$ cat src/rtl/bit_deserializer_if.sv
// Bundles the serial input, the parallel output handshake and the status flags
// of bit_deserializer. The slave modport is the deserializer's view; the master
// modport is the producer/consumer side that drives bits and accepts words.
interface bit_deserializer_if #(
    parameter int WIDTH = 8
);
    logic             din;
    logic             din_valid;
    logic [WIDTH-1:0] dout;
    logic             dout_valid;
    logic             dout_ready;
    logic             any_set;
    logic             busy;
    logic             overrun;
    logic             parity_err;

    modport slave (
        input  din, din_valid, dout_ready,
        output dout, dout_valid, any_set, busy, overrun, parity_err
    );

    modport master (
        output din, din_valid, dout_ready,
        input  dout, dout_valid, any_set, busy, overrun, parity_err
    );
endinterface

$ cat src/rtl/bit_deserializer.sv
// bit_deserializer: collects LSB-first serial bits into WIDTH-bit words and
// hands them out through a one-deep valid/ready output register.
// A completed word that finds the output register occupied (and not being
// consumed) is dropped and the sticky overrun flag is raised.
// Optional feature macro: PARITY_CHECK_EN -- each word carries one trailing
// even-parity bit; words failing the check are discarded and parity_err pulses.
module bit_deserializer #(
    parameter int WIDTH = 8
) (
    input  logic clk,
    input  logic rst_n,
    bit_deserializer_if.slave bus
);

`ifdef PARITY_CHECK_EN
    localparam int NBITS = WIDTH + 1;
`else
    localparam int NBITS = WIDTH;
`endif
    localparam int CW = $clog2(NBITS);

    typedef enum logic {
        COLLECT = 1'b0,
        SHIFT   = 1'b1
    } state_t;

    state_t           r_state;
    logic [CW-1:0]    r_count;
    logic [NBITS-1:0] r_shift;
    logic             r_busy;
    logic [WIDTH-1:0] r_dout;
    logic             r_dout_valid;
    logic             r_any_set;
    logic             r_overrun;

    logic [NBITS-1:0] w_word;
    logic             w_last;
    logic             w_good;
    logic             w_space;

    // The sampled bit on the final edge is merged here so the whole word is
    // available in the same cycle it completes.
    always_comb begin
        w_word          = r_shift;
        w_word[r_count] = bus.din;
    end

    assign w_last  = bus.din_valid && (r_count == CW'(NBITS - 1));
    // Output register can take a word if empty or emptied on this very edge.
    assign w_space = !r_dout_valid || bus.dout_ready;

`ifdef PARITY_CHECK_EN
    logic w_par_ok;
    logic r_parity_err;

    // Data plus parity must contain an even number of ones.
    assign w_par_ok = ~^w_word;
    assign w_good   = w_last && w_par_ok;

    // One-cycle pulse following the final edge of a word that failed parity.
    always_ff @(posedge clk) begin
        if (!rst_n) begin
            r_parity_err <= 1'b0;
        end else begin
            r_parity_err <= w_last && !w_par_ok;
        end
    end

    assign bus.parity_err = r_parity_err;
`else
    assign w_good         = w_last;
    assign bus.parity_err = 1'b0;
`endif

    // Bit-collection FSM: counter, shift register and registered busy flag.
    // Since NBITS >= 2, the first bit of a word is never its final bit.
    always_ff @(posedge clk) begin
        if (!rst_n) begin
            r_state <= COLLECT;
            r_count <= '0;
            r_shift <= '0;
            r_busy  <= 1'b0;
        end else if (bus.din_valid) begin
            r_shift <= w_word;
            case (r_state)
                COLLECT: begin
                    r_state <= SHIFT;
                    r_busy  <= 1'b1;
                    r_count <= CW'(1);
                end
                SHIFT: begin
                    if (w_last) begin
                        r_state <= COLLECT;
                        r_busy  <= 1'b0;
                        r_count <= '0;
                    end else begin
                        r_count <= r_count + CW'(1);
                    end
                end
                default: begin
                    r_state <= COLLECT;
                    r_busy  <= 1'b0;
                    r_count <= '0;
                end
            endcase
        end
    end

    // Output register: load on completion when there is room, clear on
    // consume, otherwise hold; a completion with no room raises overrun.
    always_ff @(posedge clk) begin
        if (!rst_n) begin
            r_dout       <= '0;
            r_dout_valid <= 1'b0;
            r_any_set    <= 1'b0;
            r_overrun    <= 1'b0;
        end else begin
            if (w_good && w_space) begin
                r_dout       <= w_word[WIDTH-1:0];
                r_any_set    <= |w_word[WIDTH-1:0];
                r_dout_valid <= 1'b1;
            end else if (r_dout_valid && bus.dout_ready) begin
                r_dout_valid <= 1'b0;
            end
            if (w_good && !w_space) begin
                r_overrun <= 1'b1;
            end
        end
    end

    assign bus.dout       = r_dout;
    assign bus.dout_valid = r_dout_valid;
    assign bus.any_set    = r_any_set;
    assign bus.busy       = r_busy;
    assign bus.overrun    = r_overrun;

endmodule

$ cat src/flat_wrapper.sv
// flat-port wrapper written by rule: the top's interface ports become plain ports
module bit_deserializer_flat 
#(
    parameter int WIDTH = 8
)
  (clk, rst_n, bus_din, bus_din_valid, bus_dout_ready, bus_dout, bus_dout_valid, bus_any_set, bus_busy, bus_overrun, bus_parity_err);
  bit_deserializer_if #(.WIDTH(WIDTH)) bus_i ();
  input  logic clk;
  input  logic rst_n;
  input wire logic [$bits(bus_i.din)-1:0] bus_din;
  input wire logic [$bits(bus_i.din_valid)-1:0] bus_din_valid;
  input wire logic [$bits(bus_i.dout_ready)-1:0] bus_dout_ready;
  output wire logic [$bits(bus_i.dout)-1:0] bus_dout;
  output wire logic [$bits(bus_i.dout_valid)-1:0] bus_dout_valid;
  output wire logic [$bits(bus_i.any_set)-1:0] bus_any_set;
  output wire logic [$bits(bus_i.busy)-1:0] bus_busy;
  output wire logic [$bits(bus_i.overrun)-1:0] bus_overrun;
  output wire logic [$bits(bus_i.parity_err)-1:0] bus_parity_err;
  assign bus_i.din = bus_din;
  assign bus_i.din_valid = bus_din_valid;
  assign bus_i.dout_ready = bus_dout_ready;
  assign bus_dout = bus_i.dout;
  assign bus_dout_valid = bus_i.dout_valid;
  assign bus_any_set = bus_i.any_set;
  assign bus_busy = bus_i.busy;
  assign bus_overrun = bus_i.overrun;
  assign bus_parity_err = bus_i.parity_err;
  bit_deserializer #(.WIDTH(WIDTH)) u_core (.clk(clk), .rst_n(rst_n), .bus(bus_i));
endmodule
$ cat config.mk
export PLATFORM = sky130hd
export DESIGN_NAME = bit_deserializer_flat
export DESIGN_NICKNAME = d
export VERILOG_FILES = /design/src/rtl/bit_deserializer_if.sv /design/src/rtl/bit_deserializer.sv /design/src/flat_wrapper.sv
export SDC_FILE = /design/constraint.sdc
export NUM_CORES = 1
export LEC_CHECK = 0
export BUFFER_PORTS_ARGS = -buffer_cell sky130_fd_sc_hd__buf_2
export CORE_MARGIN = 1
export CORE_UTILIZATION = 55
export CTS_CLUSTER_DIAMETER = 100
export DETAILED_ROUTE_END_ITERATION = 10
export PLACE_DENSITY = 0.77
export SLEW_MARGIN = 20
export SYNTH_ARGS = -nofsm -noshare
export SYNTH_HDL_FRONTEND = slang
export SYNTH_SLANG_ARGS = --single-unit
$ cat constraint.sdc
create_clock -name clk -period 2 [get_ports clk]
set_input_delay 0.2 -clock clk [delete_from_list [all_inputs] [get_ports clk]]
set_output_delay 0.2 -clock clk [all_outputs]
set_load 0.01 [all_outputs]
==> run_results.csv <==
group,metric,value,unit
cells_and_area,finish.instance_area,1330,µm²
power,swShare,21.6,%
sta,fmax,0.632,GHz
clocking,clk_latency,0.31,ns
critical_path,worstSetupPathType,"reg -> reg",
floorplan,num_rows,16,
critical_path,r2r-start,"u_core.r_count[0]",
floorplan,dieArea,2380,µm²
floorplan,io_pins,18,
critical_path,crit_start,"u_core.r_count[0]",
logic_synthesis,netlist_instances,136,
clocking,path_clk_slew,0.14,ns
logic_synthesis,ys_seq_area_share,39.8,%
critical_path,cp_slowest_stage_delay,0.36,ns
cells_and_area,fin_util,66.3,%
logic_synthesis,synth_top_area_share,39.8,%
route,avgRoutedWirePerCell,13.1,µm
critical_path,cp_top_family,"flip-flops",
cells_and_area,area_delta_synth_final,9.96,%
floorplan,start_util,60.3,%
sta,finClkSkew,0.0112,ns
logic_synthesis,syn-cell-area,1210,µm²
power,internal-power,725,µW
cells_and_area,most-common-layout-cells,"dfxtp_1 (24), nor2_1 (22), buf_2 (16), mux2i_1 (12), a211oi_1 (12)",
logic_synthesis,yosys_warnings,0,
critical_path,crit_chain,"ha_1 -> ha_1 -> nand2_1 -> nor2b_1 -> buf_4 -> nor2_1 -> a211oi_1",
sta,tns,0,ns
clocking,tritoncts,"built",
cells_and_area,fill_cells,167,
route,drt_pass1_iterations,4,
place,io_buffers,16,
global_routing,gr-total-overflow,0,
logic_synthesis,synth_flop_cell,"dfxtp_1",
clocking,cts_root_buffer,"clkbuf_4",
critical_path,crit_buf_inv,1,
place,gp_congestion,0.771,
power,clkPwrFrac,37.3,%
floorplan,chipWidth,48.8,µm
sta,finalHoldViolCount,0,
sta,post-route-period-util,79.1,%
critical_path,crit_top_cell,"ha_1",
sta,worst_slew_pin_slew,0.671,ns
floorplan,die_y,48.8,µm
power,leakagePower,0.585,nW
clocking,cts_hold_buf,0,
cells_and_area,fin_nets,156,
flow_run,cap_violations,0,
power,power_frac_seq,53.7,%
logic_synthesis,synth_edf_count,0,
critical_path,end_kind,"flip-flop",
global_routing,antenna_found_initial,0,
logic_synthesis,syn_nets,143,
critical_path,cp_slowest_cell,"dfxtp_1",
run_status,status,"finished, final reports clean",
clocking,cts-resized-gates,0,
cells_and_area,antenna_cells,0,
min_path,hold_start,"rst_n",
sta,relSlewSlack,55.2,%
global_routing,grt_usage,21.2,%
global_routing,grt_first_pass_wirelength,3.93,mm
sta,rsz0062_at_grt,"false",
critical_path,required,2.22,ns
place,placed_area,1270,µm²
power,share_comb_of_total_power,9.1,%
cells_and_area,final_common_cell,"dfxtp_1",
place,preCtsSetupSlack,0.439,ns
logic_synthesis,async_reset_ff_share,0,%
cells_and_area,drive_above_1_share,20.9,%
power,ir_drop,520,µV
logic_synthesis,ys_seq_elements,24,
sta,fin_crit,1.58,ns
logic_synthesis,avgSynthCellArea,8.87,µm²
clocking,clockBufferDepth,2,
place,dp_hpwl,1.56,mm
clocking,cts_setup_buffers,0,
sta,fin_ws,0.417,ns
sta,finalSetupViolations,0,
logic_synthesis,synthDistinctLibCells,33,
route,drt-initial-drc-count,12,
global_routing,grt_max_degree,23,
clocking,h-tree-depth,1,
route,drt-total-wl,2.29,mm
sta,maxSlewViolCount,0,
power,p_per_area,697,nW/µm²
logic_synthesis,synth.top_cells.by_area,"dfxtp_1 (40%), mux2i_1 (10%), a211oi_1 (7.5%)",
route,routed_via_density,5.49,
route,vias,961,
global_routing,grt_pass1_vias,898,
min_path,hold_class,"in -> reg",
clocking,clkSinkCount,24,
route,drc,0,
floorplan,core_area,2000,µm²
logic_synthesis,yosys.area.top_type,"dfxtp_1",
power,netSwitchingPower,200,µW
critical_path,crit_path_max_fanout,18,
critical_path,start_kind,"flip-flop",
clocking,cts_made_buffers,3,
route,ant_nets,0,
critical_path,arrival,1.81,ns
## final timing paths
path	endpoint	slack [ns]	cells past startpoint
worst max-delay path	u_core.bus.dout[2]	0.42	7
worst min-delay path	u_core.bus.dout[4]	0.13	3
worst max register to register	u_core.bus.dout[2]	0.42	7
worst min register to register	u_core.bus.overrun	0.49	2
## flip-flops by register name, summed over array words and instances, names as in the netlist
name                   flops
u_core.bus.any_set         1
u_core.bus.busy            1
u_core.bus.dout            8
u_core.bus.dout_valid      1
u_core.bus.overrun         1
u_core.r_count             3
u_core.r_shift             8
u_core.r_state             1
## metrics by stage
step | std cells | hold slack, ns | total power, mW
6_report | 175 | 0.133 | 0.925
5_1_grt | 175 | 0.150 | 0.964
3_3_place_gp | 171 | 0.451 | 0.587
3_5_place_dp | 171 | 0.460 | 0.590
4_1_cts | 175 | 0.121 | 0.937
2_1_floorplan | 136 | 0.338 | 0.574
## cells in the mapped netlist (2+ instances only)
cell type,n
nand2b_1,4
dfxtp_1,24
nor3b_2,2
and2b_2,2
clkbuf_1,3
buf_4,2
nor2_1,22
mux2i_1,12
ha_1,2
nor2b_1,4
buf_2,5
or3b_1,2
a21oi_1,7
nand3_1,6
nand2_1,5
nor3_1,3
a211oi_1,12
o21ai_0,4
## cell type report
type / count / area [µm²] / share of cell area [%]
multi-input combinational: 99 / 646 / 48.7
sequential: 24 / 480 / 36.2
timing repair buffer: 20 / 110 / 8.30
tap: 27 / 33.8 / 2.55
clock inverter: 1 / 30.0 / 2.26
clock buffer: 3 / 22.5 / 1.70
inverter: 1 / 3.75 / 0.283
## tightest hold or removal path, stage by stage
cell and delay (ns):
buf_2 0.11, o21ai_0 0.07, a21oi_1 0.04
## power by group through the flow
stage | Sequential, mW | Combinational [mW] | Clock (mW)
3_5_place_dp | 0.507 | 0.0834 | 0
2_1_floorplan | 0.509 | 0.0657 | 0
6_report | 0.496 | 0.0837 | 0.345
4_1_cts | 0.496 | 0.0834 | 0.358
3_3_place_gp | 0.506 | 0.0806 | 0
5_1_grt | 0.498 | 0.0944 | 0.371
## cells by family after synthesis
kind of cell	after synthesis	share of synthesized area, %
other cells	1	0.311
xor+xnor	1	1.35
flops	24	39.8
simple gates	56	25.0
mux	12	9.96
compound gates	27	14.8
fa+ha+maj	2	2.07
buf+inv	13	6.64
## routing by layer
metal  GRT usage [%]  vias to the layer above  routed length, µm
met5               0                        -                  0
met4            5.88                        0                 12
met3            3.74                        2                 56
met2            38.9                       14               1140
met1            25.0                      444               1080
li1                -                      501                  -
Note: power is estimated with default switching activity, not from simulation.
